===== config.mk =====
export PLATFORM = sky130hd
export DESIGN_NAME = fifo_umbrales
export DESIGN_NICKNAME = d
export VERILOG_FILES = /design/src/rtl/fifo_umbrales_pkg.sv /design/src/rtl/fifo_umbrales_memoria_fifo.sv /design/src/rtl/fifo_umbrales.sv
export SDC_FILE = /design/constraint.sdc
export NUM_CORES = 1
export LEC_CHECK = 0
export ABC_CLOCK_PERIOD_IN_PS = 2210
export CORE_MARGIN = 2
export CORE_UTILIZATION = 50
export DETAILED_ROUTE_END_ITERATION = 7
export GPL_TIMING_DRIVEN = 0
export PLACE_DENSITY = 0.74
export SLEW_MARGIN = 10
export SYNTH_ARGS = -nofsm -noshare
export SYNTH_HDL_FRONTEND = slang
export SYNTH_SLANG_ARGS = --single-unit

===== constraint.sdc =====
create_clock -name clk -period 2.21 [get_ports clk]
set_input_delay 0.442 -clock clk [delete_from_list [all_inputs] [get_ports clk]]
set_output_delay 0.442 -clock clk [all_outputs]
set_load 0.01 [all_outputs]

===== src/rtl/fifo_umbrales_pkg.sv =====
// Shared constants for the threshold FIFO: word width, depth and reset-time thresholds.
package fifo_umbrales_pkg;
    localparam int FIFO_DATA_W   = 6;
    localparam int FIFO_DEPTH    = 8;
    localparam int FIFO_ADDR_W   = 3;
    localparam int THR_ALTO_RST  = 6;
    localparam int THR_BAJO_RST  = 1;
endpackage


===== src/rtl/fifo_umbrales_memoria_fifo.sv =====
// Storage array for fifo_umbrales: one write port plus a registered read port.
// Read data appears one edge after i_re and holds otherwise; a same-address write returns the old word.
import fifo_umbrales_pkg::*;

module memoria_fifo #(
    parameter int DATA_W = FIFO_DATA_W,
    parameter int ADDR_W = FIFO_ADDR_W
) (
    input  logic              clk,
    input  logic              reset,
    input  logic              i_we,
    input  logic [ADDR_W-1:0] i_waddr,
    input  logic [DATA_W-1:0] i_wdata,
    input  logic              i_re,
    input  logic [ADDR_W-1:0] i_raddr,
    output logic [DATA_W-1:0] o_rdata
);
    logic [DATA_W-1:0] r_mem [2**ADDR_W];
    logic [DATA_W-1:0] r_rdata;

    // The array is never cleared; only the output register is reset.
    always_ff @(posedge clk) begin
        if (i_we) begin
            r_mem[i_waddr] <= i_wdata;
        end
    end

    always_ff @(posedge clk) begin
        if (reset) begin
            r_rdata <= '0;
        end else if (i_re) begin
            r_rdata <= r_mem[i_raddr];
        end
    end

    assign o_rdata = r_rdata;
endmodule


===== src/rtl/fifo_umbrales.sv =====
// FIFO with programmable almost-full/almost-empty thresholds; 1-cycle read latency.
// No backpressure: writes when full (without a read) are dropped, reads when empty ignored, both set sticky error_out.
import fifo_umbrales_pkg::*;

module fifo_umbrales #(
    parameter int DATA_W = FIFO_DATA_W,
    parameter int DEPTH  = FIFO_DEPTH,
    parameter int ADDR_W = $clog2(DEPTH)
) (
    input  logic              clk,
    input  logic              reset,
    input  logic              init,
    input  logic [ADDR_W-1:0] umbral_alto,
    input  logic [ADDR_W-1:0] umbral_bajo,
    input  logic              FifoWrite,
    input  logic [DATA_W-1:0] data_in,
    input  logic              FifoRead,
    output logic [DATA_W-1:0] data_out,
    output logic              valid_out,
    output logic              FifoFull,
    output logic              FifoEmpty,
    output logic              almost_full,
    output logic              almost_empty,
    output logic              error_out,
    output logic [ADDR_W:0]   count
);
    logic [ADDR_W-1:0] r_wr_ptr;
    logic [ADDR_W-1:0] r_rd_ptr;
    logic [ADDR_W:0]   r_count;
    logic [ADDR_W-1:0] r_thr_alto;
    logic [ADDR_W-1:0] r_thr_bajo;
    logic              r_valid;
    logic              r_error;
    logic              w_full;
    logic              w_empty;
    logic              w_rd_acc;
    logic              w_wr_acc;
    logic              w_err_evt;

    assign w_full    = (r_count == (ADDR_W+1)'(DEPTH));
    assign w_empty   = (r_count == '0);
    assign w_rd_acc  = FifoRead && !w_empty;
    // A read in the same cycle frees the slot, so a full FIFO still accepts the write.
    assign w_wr_acc  = FifoWrite && (!w_full || w_rd_acc);
    assign w_err_evt = (FifoWrite && !w_wr_acc) || (FifoRead && w_empty);

    function automatic logic [ADDR_W-1:0] ptr_next(input logic [ADDR_W-1:0] p);
        return (p == ADDR_W'(DEPTH-1)) ? '0 : p + 1'b1;
    endfunction

    always_ff @(posedge clk) begin
        if (reset) begin
            r_wr_ptr   <= '0;
            r_rd_ptr   <= '0;
            r_count    <= '0;
            r_valid    <= 1'b0;
            r_error    <= 1'b0;
            r_thr_alto <= ADDR_W'(THR_ALTO_RST);
            r_thr_bajo <= ADDR_W'(THR_BAJO_RST);
        end else begin
            if (init) begin
                r_thr_alto <= umbral_alto;
                r_thr_bajo <= umbral_bajo;
            end
            if (w_wr_acc) r_wr_ptr <= ptr_next(r_wr_ptr);
            if (w_rd_acc) r_rd_ptr <= ptr_next(r_rd_ptr);
            case ({w_wr_acc, w_rd_acc})
                2'b10:   r_count <= r_count + 1'b1;
                2'b01:   r_count <= r_count - 1'b1;
                default: r_count <= r_count;
            endcase
            r_valid <= w_rd_acc;
            if (w_err_evt) r_error <= 1'b1;
        end
    end

    memoria_fifo #(
        .DATA_W (DATA_W),
        .ADDR_W (ADDR_W)
    ) u_mem (
        .clk     (clk),
        .reset   (reset),
        .i_we    (w_wr_acc),
        .i_waddr (r_wr_ptr),
        .i_wdata (data_in),
        .i_re    (w_rd_acc),
        .i_raddr (r_rd_ptr),
        .o_rdata (data_out)
    );

    assign valid_out    = r_valid;
    assign error_out    = r_error;
    assign count        = r_count;
    assign FifoFull     = w_full;
    assign FifoEmpty    = w_empty;
    assign almost_full  = (r_count >= {1'b0, r_thr_alto});
    assign almost_empty = (r_count <= {1'b0, r_thr_bajo});
endmodule

==> results.yml <==
cts:
  cts_hold_buf: 0
  insertion_delay_ns: 0.35
  htree_levels: 3
  numCtsBuffers: 9
  cts.path.max_buffers: 2
  path_clk_slew_ns: 0.08
  tritoncts: "done"
  cts.sinks: 72
  cts_root_buf: "clkbuf_8"
floorplan:
  dieArea_sq_um: 7020
  fp.dieH_um: 83.8
  core_sq_um: 6240
  ioPinCount: 33
  start_util: 0.510
  fp.dieW_um: 83.8
  rows: 29
timing:
  whs_ns: 0.463
  finalCriticalPeriod_ns: 2.21
  fin_tns_setup_ns: 0
  setup_slack_ns: 0.00470
  setup_viol: 0
  final_hold_viol_count: 0
  relSlewSlack: 0.373
  worst_pin_slew_ns: 0.933
  finalCritPeriodShare: 0.998
  skew_ns: 0.0105
  fmax_mhz: 453
  rsz0062_at_grt: "yes"
  slew_viol_final: 0
critical_path:
  crit_buf_inv: 2
  start_kind: "flop"
  cp_data_required_time_ns: 2.42
  cp_top_family: "simple AND/OR/NAND/NOR gates"
  cp_max_fo: 7
  end_kind: "flop"
  critPathArrivalTime_ns: 2.42
  cpPeakStageDelay_ns: 0.39
  worstSetupPathType: "flop to flop"
  cp_cell_sequence: "buf_6 > or3_4 > o21a_4 > nand2_4 > inv_4 > ha_4 > nand3_4 > a211oi_2 > nand3b_1 > a31oi_1"
  cp_slowest_cell: "or3_4"
final_layout:
  multi_input_area_sq_um: 1250
  fill_cells: 485
  layout.nets: 301
  layout_commonest_cell: "edfxtp_1"
  postLayoutCoreUtil: 0.627
  final_cell_mix: "edfxtp_1, clkdlybuf4s50_1, dfxtp_1"
  layout-drive-gt1-share: 0.272
  layout.area.seq_sq_um: 1930
  diodes: 0
  area_delta_synth_final_pct: 22.9
pwr:
  p_per_area_nw_per_um2: 1130
  p_leak_nw: 1.40
  power_mw: 4.43
  irDropWorstVdd_v: 0.000649
yosys:
  ys_seq_area_frac: 0.604
  synthesis.area_sq_um: 3180
  async_reset_ff_frac: 0
  syn_area_per_cell_sq_um: 14.2
  synth-edff-count: 48
  synth.distinct_cells: 42
  syn_inst: 224
  synth_ff_type: "edfxtp_1"
  synth-seq-cells: 72
  syn-num-nets: 254
  ys_warn_count: 0
global_route:
  grt_pass1_vias: 1921
  grt_max_degree: 16
  use_met2: 0.271
  grt_use_total: 0.176
  busiest_layer: "met2"
  grt-ovfl-total: 0
  antenna_found_initial: 0
  grt_pass1_wl_mm: 9.37
  grt.met1_usage: 0.241
  grt_use_met3: 0.0376
min_path:
  hp-class: "input port to flop"
drt:
  postRouteAntennaNets: 0
  wirelength_mm: 5.64
  drc: 0
  dr.pass1.iters: 4
  via_per_inst: 5.47
  drt-wirelength-per-cell_um: 16.0
  detail_route.iter0.violations: 75
  dr_total_vias: 1931
placed_design:
  pre_cts_slack_ns: -0.269
  hpwlAfterDp_mm: 3.90
  place_congestion: 0.730
  io_buffers: 29
status:
  outcome: "finished clean"
flow_run:
  cap_violations: 0
sequential cells by signal (all words and copies together), names as in the netlist:
register and flops:
r_rd_ptr 3, r_wr_ptr 3, count 4, valid_out 1
r_thr_alto 3, u_mem.r_mem 48, u_mem.o_rdata 6, error_out 1
r_thr_bajo 3
per-stage QoR:
step           std cells  area [sq um]
6_report             353          3910
5_1_grt              353          3910
4_1_cts              352          3880
3_5_place_dp         330          3630
3_3_place_gp         330          3630
2_1_floorplan        224          3240
kinds of logic after synthesis:
family | synth area share
AND/OR/NAND/NOR | 0.0837
AO/OA/AOI/OAI | 0.0892
multiplexers | 0.123
flip-flops | 0.604
buffers and inverters | 0.0389
XOR/XNOR | 0.00826
adder cells (fa/ha/maj) | 0.0535
where the power goes:
part	switching [mW]	internal, mW
Combinational	0.833	0.918
Sequential	0.116	1.59
Clock	0.543	0.428
Total	1.49	2.94
cells in the mapped netlist, types with 2 or more instances:
cell type / instances / area (sq um)
dfxtp_1: 24 / 480
mux4_2: 12 / 270
buf_2: 3 / 15.0
nor3_1: 5 / 25.0
nand3_1: 2 / 10.0
nand2b_1: 6 / 37.5
inv_1: 9 / 33.8
o21ai_0: 2 / 10.0
ha_1: 12 / 150
clkbuf_1: 3 / 11.3
buf_1: 2 / 7.51
a211oi_2: 7 / 87.6
mux2i_1: 12 / 120
nand3b_1: 2 / 15.0
nand2_1: 12 / 45.0
or3_1: 3 / 18.8
buf_6: 3 / 33.8
xnor2_1: 3 / 26.3
a21oi_1: 9 / 45.0
edfxtp_1: 48 / 1440
nor2_1: 20 / 75.1
o211ai_1: 3 / 22.5
a211oi_1: 3 / 22.5
area by class of cell:
cell class,count,area share
Sequential cell,72,0.493
Multi-Input combinational cell,130,0.319
Timing Repair Buffer,38,0.0892
Clock buffer,9,0.0317
Tap cell,77,0.0246
Buffer,11,0.0163
Clock inverter,7,0.0157
Inverter,9,0.0106
timing repair:
action	CTS	global route
pin swaps	5	3
endpoints found under the setup margin	11	4
setup buffers	7	2
resized for setup	16	7
metal layers:
layer | vias up | part of all wire
met3 | 11 | 0.041
li1 | 936 | -
met1 | 945 | 0.47
met4 | 0 | 0.021
met5 | - | 0
met2 | 39 | 0.46
worst register-to-register path, delay by kind of cell, from the launching register on:
kind            cells  cell delay, ns
compound gates      3            0.55
buf+inv             2            0.19
fa+ha+maj           1            0.30
flops               1            0.33
simple gates        4            0.71
final timing paths:
kind / depth (start not counted) / slack (ns) / startpoint / to
setup / recovery: 10 / 0.005 / count[0]$_SDFFE_PP0P_ / count[3]$_SDFFE_PP0P_
hold / removal: 3 / 0.46 / FifoRead / valid_out$_SDFF_PP0_
hold reg to reg: 2 / 0.49 / r_thr_alto[1]$_SDFFE_PP1P_ / r_thr_alto[1]$_SDFFE_PP1P_
setup reg to reg: 10 / 0.005 / count[0]$_SDFFE_PP0P_ / count[3]$_SDFFE_PP0P_
(Power assumes the default switching activity.)
==> RTL change 1, RTL diff (same settings) <==
Make the reset (`reset`) asynchronous in 2 clocked blocks.
--- a/src/rtl/fifo_umbrales_memoria_fifo.sv
+++ b/src/rtl/fifo_umbrales_memoria_fifo.sv
@@ -27,3 +27,3 @@
 
-    always_ff @(posedge clk) begin
+    always_ff @(posedge clk or posedge reset) begin
         if (reset) begin
--- a/src/rtl/fifo_umbrales.sv
+++ b/src/rtl/fifo_umbrales.sv
@@ -50,3 +50,3 @@
 
-    always_ff @(posedge clk) begin
+    always_ff @(posedge clk or posedge reset) begin
         if (reset) begin
Check against the original RTL: differs if reset is asserted again (counterexample within 4 cycles, from zero or initial values and one cycle with reset high); with reset held inactive, the same outputs for 10 cycles.
==> RTL change 1 against the unedited design <==
The flow now finishes with violations (setup timing). Worst hold slack better by 0.0084 ns. Clock skew decreased by 0.0013 ns. Sequential cell count unchanged. Final area is 3.3% higher. Worst setup slack worse by 0.017 ns. Routed wire length is 1.6% higher. Highest routed layer unchanged. First-iteration DRC count up 43%. Critical path depth fell by 1. Area after synthesis rose by 2.0%. Total power up 18%.
==> RTL change 1: results (changes against the unedited design) <==
* Status: finished with violations (was complete, no violations)
* Failing checks: setup timing
* Arr. time, crit path at 2.45 ns (was 2.42 ns)
* Worst-case reg-to-reg path depth at 9 (was 10)
* Skew final at 0.00914 ns (was 0.0105 ns)
* Lkg Pwr at 1.58 nW (was 1.40 nW)
* Initial antenna violation count at 0 (unchanged)
* Largest register FFs at 48 (unchanged)
* Nets at 309 (was 301)
* Remaining antenna violation count at 0 (unchanged)
* Hold Path Cell Cnt at 3 (unchanged)
* Type of the worst min-delay path: input port to flop (unchanged)
* EDFF count, synth at 48 (unchanged)
* Sequential-to-total area share from yosys stat at 63.0% (was 60.4%)
* Layout fillers at 475 (was 485)
* Top post-synthesis cells by count: 48 x edfxtp_1, 21 x dfrtp_1, 16 x mux2_2, 16 x mux2i_1, 15 x nand2_1 (was 48 x edfxtp_1, 24 x dfxtp_1, 20 x nor2_1)
* VDD IR max at 637 uV (was 649 uV)
* Number of global-route vias before repair at 1916 (was 1921)
* Pre-CTS setup slack at -0.384 ns (was -0.269 ns)
* Gr usage total at 17.3% (was 17.6%)
* Setup ws final at -0.0125 ns (was 0.00470 ns)
* Total inserted antenna cells at 0 (unchanged)
* HPWL after DPL at 3870 um (was 3900 um)
* Reg clk slew, reported paths at 0.08 ns (about the same)
* Finish-stage setup viols at 1 (was 0)
* Async SR Flop Fraction at 33.3% (was 0%)
* WL/cell at 15.9 um (was 16.0 um)
* Max H-tree Level at 3 (unchanged)
* CTS Buf Count at 9 (unchanged)
* Area contributors post-synth: edfxtp_1 44%, dfrtp_1 16%, mux2_2 5.5% (was edfxtp_1 45%, dfxtp_1 15%, mux4_2 8.5%)
* Layout cells sized above 1 at 29.6% (was 27.2%)
* Synth cell types at 39 (was 42)
* First-pass GRT wire length at 9380 um (was 9370 um)
* Largest net degree at the start of global routing at 25 (was 16)
* Worst-path fanout max at 5 (was 7)
* Die ar. at 7160 um2 (was 7020 um2)
* 1st-iter DRT viols at 107 (was 75)
* Via density per instance at 5.30 (was 5.47)
* Gpl congestion at 0.731 (was 0.730)
* Worst slew pin tran at 0.940 ns (was 0.933 ns)
==> RTL change 1: cell count changes after synthesis, moves of 4 or more <==
cell      before  now
o22ai_1        0    6
a221o_1        0    6
mux4_2        12    0
a21oi_1        9    2
mux2i_1       12   16
mux2_2         0   16
o21ai_0        2   10
nor2_1        20   10
dfrtp_1        0   21
dfxtp_1       24    0
a211oi_2       7    0
==> RTL change 1: area by class of cell <==
cell class | instances | area, um2 | area share (%)
plain buffers | 8 | 62.6 | 1.55
clock buffers | 10 | 128 | 3.16
clock inverters | 6 | 92.6 | 2.29
inverters | 11 | 43.8 | 1.08
multi-input cells | 132 | 1170 | 29.0
flip-flops and latches | 72 | 2050 | 50.7
well taps | 77 | 96.3 | 2.38
repair buffers | 45 | 399 | 9.88
==> RTL change 1: through the flow <==
stage	setup TNS (ns)	hold WS, ns	instance area (um2)	instances
2_1_floorplan	-0.281	0.454	3280	224
3_3_place_gp	-2.35	0.462	3660	330
3_5_place_dp	-1.75	0.469	3660	330
4_1_cts	-0.160	0.470	3990	359
5_1_grt	-0.138	0.498	4040	361
6_report	-0.0125	0.472	4040	361
==> RTL change 1: where the power goes <==
part / internal [mW] / switching (mW)
clock: 0.642 / 0.503
sequential: 1.75 / 0.187
combinational: 1.12 / 1.01
total: 3.51 / 1.70
==> RTL change 1: critical path: stages, from the launching register on <==
cell and delay, ns:
dfrtp_2 0.44, or3_4 0.43, o21ai_4 0.14, or2_4 0.15
inv_4 0.04, ha_4 0.20, a21o_4 0.20, a21oi_4 0.16
mux2i_1 0.09, a211o_1 0.25
==> RTL change 1: cell families after synthesis <==
| logic type | share of synthesized area [%] |
|---|---|
| flops | 63.0 |
| mux | 11.4 |
| fa+ha+maj | 5.24 |
| xor+xnor | 0.809 |
| compound gates | 9.36 |
| buf+inv | 3.54 |
| simple gates | 6.66 |
==> RTL change 1: final timing paths <==
path                           start            end  slack (ns)
setup / recovery            count[2]       count[3]       -0.01
hold / removal                  init  r_thr_alto[2]        0.47
setup reg to reg            count[2]       count[3]       -0.01
hold reg to reg            error_out      error_out        0.48
max in group asynchronous      reset       count[2]        0.95
min in group asynchronous      reset  r_thr_bajo[2]        0.63
==> RTL change 1: what timing repair did <==
action                     4_1_cts  5_1_grt
hold endpoints to repair         0        0
gates resized for setup         16        9
setup endpoints to repair       18       10
pin swaps                        5        7
gates cloned                     0        0
buffers inserted                13        4
==> RTL change 1: routing by layer <==
metal / part of all wire [%] / vias up / GRT usage (%)
met5: 0 / - / 0
met4: 1.5 / 0 / 7.36
met3: 3.4 / 9 / 3.64
met2: 49 / 30 / 28.2
met1: 46 / 939 / 22.5
li1: - / 936 / -
==> RTL change 2, RTL diff (config.mk and constraints unchanged) <==
Made on the original files. Change the package constant `FIFO_DATA_W` from 6 to 12.
--- a/src/rtl/fifo_umbrales_pkg.sv
+++ b/src/rtl/fifo_umbrales_pkg.sv
@@ -2,3 +2,3 @@
 package fifo_umbrales_pkg;
-    localparam int FIFO_DATA_W   = 6;
+    localparam int FIFO_DATA_W   = 12;
     localparam int FIFO_DEPTH    = 8;
Interface: changed (resized data_in and data_out); port bits go from 33 to 45. No check against the original RTL was run, so the function may have changed too.
==> RTL change 2 against the unedited design <==
The run now ends with setup timing left. Sequential cell count grew 54. Utilization rose by 4.4 points. Combinational power up 28%. Count of clock-buffer cells in the layout up 9. Sequential share of layout area is 3.7 points higher. Register-to-register slack got worse by 0.05 ns. Maximum frequency shrank 4.7%. Total power rose by 82%. Synthesized cell count grew 38%. Worst setup slack worse by 0.11 ns. Final area increased by 68%. Routed wire length grew 100%. Area after synthesis up 59%. Clock power grew to 2.9 times the old value. Critical path type is now flop to primary output. Highest routed layer unchanged.
==> RTL change 2: results (changes against the unedited design) <==
* Worst-path fanout max at 6 (was 7)
* Total inserted antenna cells at 0 (unchanged)
* Synth cell types at 40 (was 42)
* Synth warn at 0 (unchanged)
* Area contributors post-synth: edfxtp_1 57%, dfxtp_1 12%, mux4_2 11% (was edfxtp_1 45%, dfxtp_1 15%, mux4_2 8.5%)
* HPWL after DPL at 6720 um (was 3900 um)
* Skew final at 0.00990 ns (was 0.0105 ns)
* Type of the worst min-delay path: input port to flop (unchanged)
* Lkg Pwr at 2.28 nW (was 1.40 nW)
* Status: finished with violations (was complete, no violations)
* Failing checks: setup timing
* Setup ws final at -0.105 ns (was 0.00470 ns)
* Biggest register: u_mem.r_mem (unchanged)
* VDD IR max at 847 uV (was 649 uV)
* Post-Synth Adder-Cell Area at 3.35% (was 5.35%)
* Post-synthesis compound-gate area fraction at 5.55% (was 8.92%)
* Clock root buffer: clkbuf_8 (unchanged)
* Setup_tns at -0.150 ns (was 0 ns)
* Largest register FFs at 96 (was 48)
* WL/cell at 21.4 um (was 16.0 um)
* First-pass GRT wire length at 17100 um (was 9370 um)
* Longest Clk Path Bufs at 2 (unchanged)
* Post-synthesis mux area share at 14.3% (was 12.3%)
* 1st-iter DRT viols at 159 (was 75)
* Reg clk slew, reported paths at 0.06 ns (was 0.08 ns)
* Max H-tree Level at 4 (was 3)
* Worst skew pair latency at 0.51 ns (was 0.35 ns)
* Initial antenna violation count at 0 (unchanged)
* EDFF count, synth at 96 (was 48)
* Drt pass-1 iters at 4 (unchanged)
* Sequential-to-total area share from yosys stat at 68.7% (was 60.4%)
* PortBufs at 41 (was 29)
* Net Count, Synth at 344 (was 254)
* Worst slew pin tran at 0.898 ns (was 0.933 ns)
* Layout cells sized above 1 at 28.3% (was 27.2%)
* CTS Buf Count at 17 (was 9)
* Arr. time, crit path at 1.87 ns (was 2.42 ns)
* Nets at 419 (was 301)
* Async SR Flop Fraction at 0% (unchanged)
* Top post-synthesis cells by count: 96 x edfxtp_1, 30 x dfxtp_1, 29 x nor2_1, 24 x mux4_2, 17 x mux2i_1 (was 48 x edfxtp_1, 24 x dfxtp_1, 20 x nor2_1)
* Xor-xnor portion of the synthesized cell area at 0.518% (was 0.825%)
* Gr usage total at 21.4% (was 17.6%)
* Largest net degree at the start of global routing at 17 (was 16)
* Finish-stage setup viols at 2 (was 0)
* Via density per instance at 5.58 (was 5.47)
* Gpl congestion at 0.763 (was 0.730)
* Number of global-route vias before repair at 3043 (was 1921)
[RTL change 2: cell count changes after synthesis, moves of 7 or more]
cell / unedited run / this run
mux4_2: 12 / 24
nor2_1: 20 / 29
a211oi_1: 3 / 13
edfxtp_1: 48 / 96
a211oi_2: 7 / 0
clkbuf_1: 3 / 10
[RTL change 2: cells by family after synthesis]
logic type      Yosys count
compound gates           37
xor+xnor                  3
flops                   126
buf+inv                  27
mux                      42
fa+ha+maj                13
simple gates             60
[RTL change 2: path summary, 6_finish.rpt]
check,from,endpoint,slack [ns],depth (start not counted)
worst max-delay path,count[0],almost_full,-0.10,6
worst max register to register,count[0],count[3],-0.05,9
worst min register to register,error_out,error_out,0.49,2
worst min-delay path,init,r_thr_alto[2],0.39,3
[RTL change 2: critical path, stage by stage (launching register included)]
cell and delay (ns):
dfxtp_4 0.41, inv_6 0.05, ha_4 0.21, nand2b_4 0.13, a21o_1 0.17, a211o_1 0.24
buf_2 0.14
[RTL change 2: layout make-up]
type | count | area [um2]
clock buffer | 18 | 418
inverter | 10 | 42.5
clock inverter | 14 | 190
sequential | 126 | 3490
fill | 680 | 3230
buffer | 17 | 106
timing repair buffer | 56 | 533
multi-input combinational | 155 | 1640
tap | 133 | 166
[RTL change 2: routing by layer]
metal,wire length [um],track usage [%]
met1,4680,26.4
met2,5970,35.4
met3,586,5.86
met4,95,9.43
met5,0,0
[RTL change 2: where the power goes]
group / switching (mW) / internal, mW / total, mW
Clock: 1.02 / 1.83 / 2.85
Sequential: 0.176 / 2.77 / 2.95
Combinational: 1.08 / 1.16 / 2.24
[RTL change 2: what timing repair did]
| item | in CTS | in global routing |
|---|---|---|
| buffers inserted | 2 | 9 |
| endpoints found under the setup margin | 53 | 23 |
| resized for setup | 33 | 13 |
| gates cloned | 0 | 0 |
| pin swaps | 5 | 10 |
[RTL change 2: per-stage QoR]
stage          setup WS, ns  instances  hold WS (ns)  area [um2]
2_1_floorplan        -0.216        308         0.446        5110
3_3_place_gp          -1.34        482         0.457        5690
3_5_place_dp          -1.02        486         0.470        5770
4_1_cts              -0.160        520         0.358        6480
5_1_grt              -0.151        529         0.413        6590
6_report             -0.105        529         0.392        6590
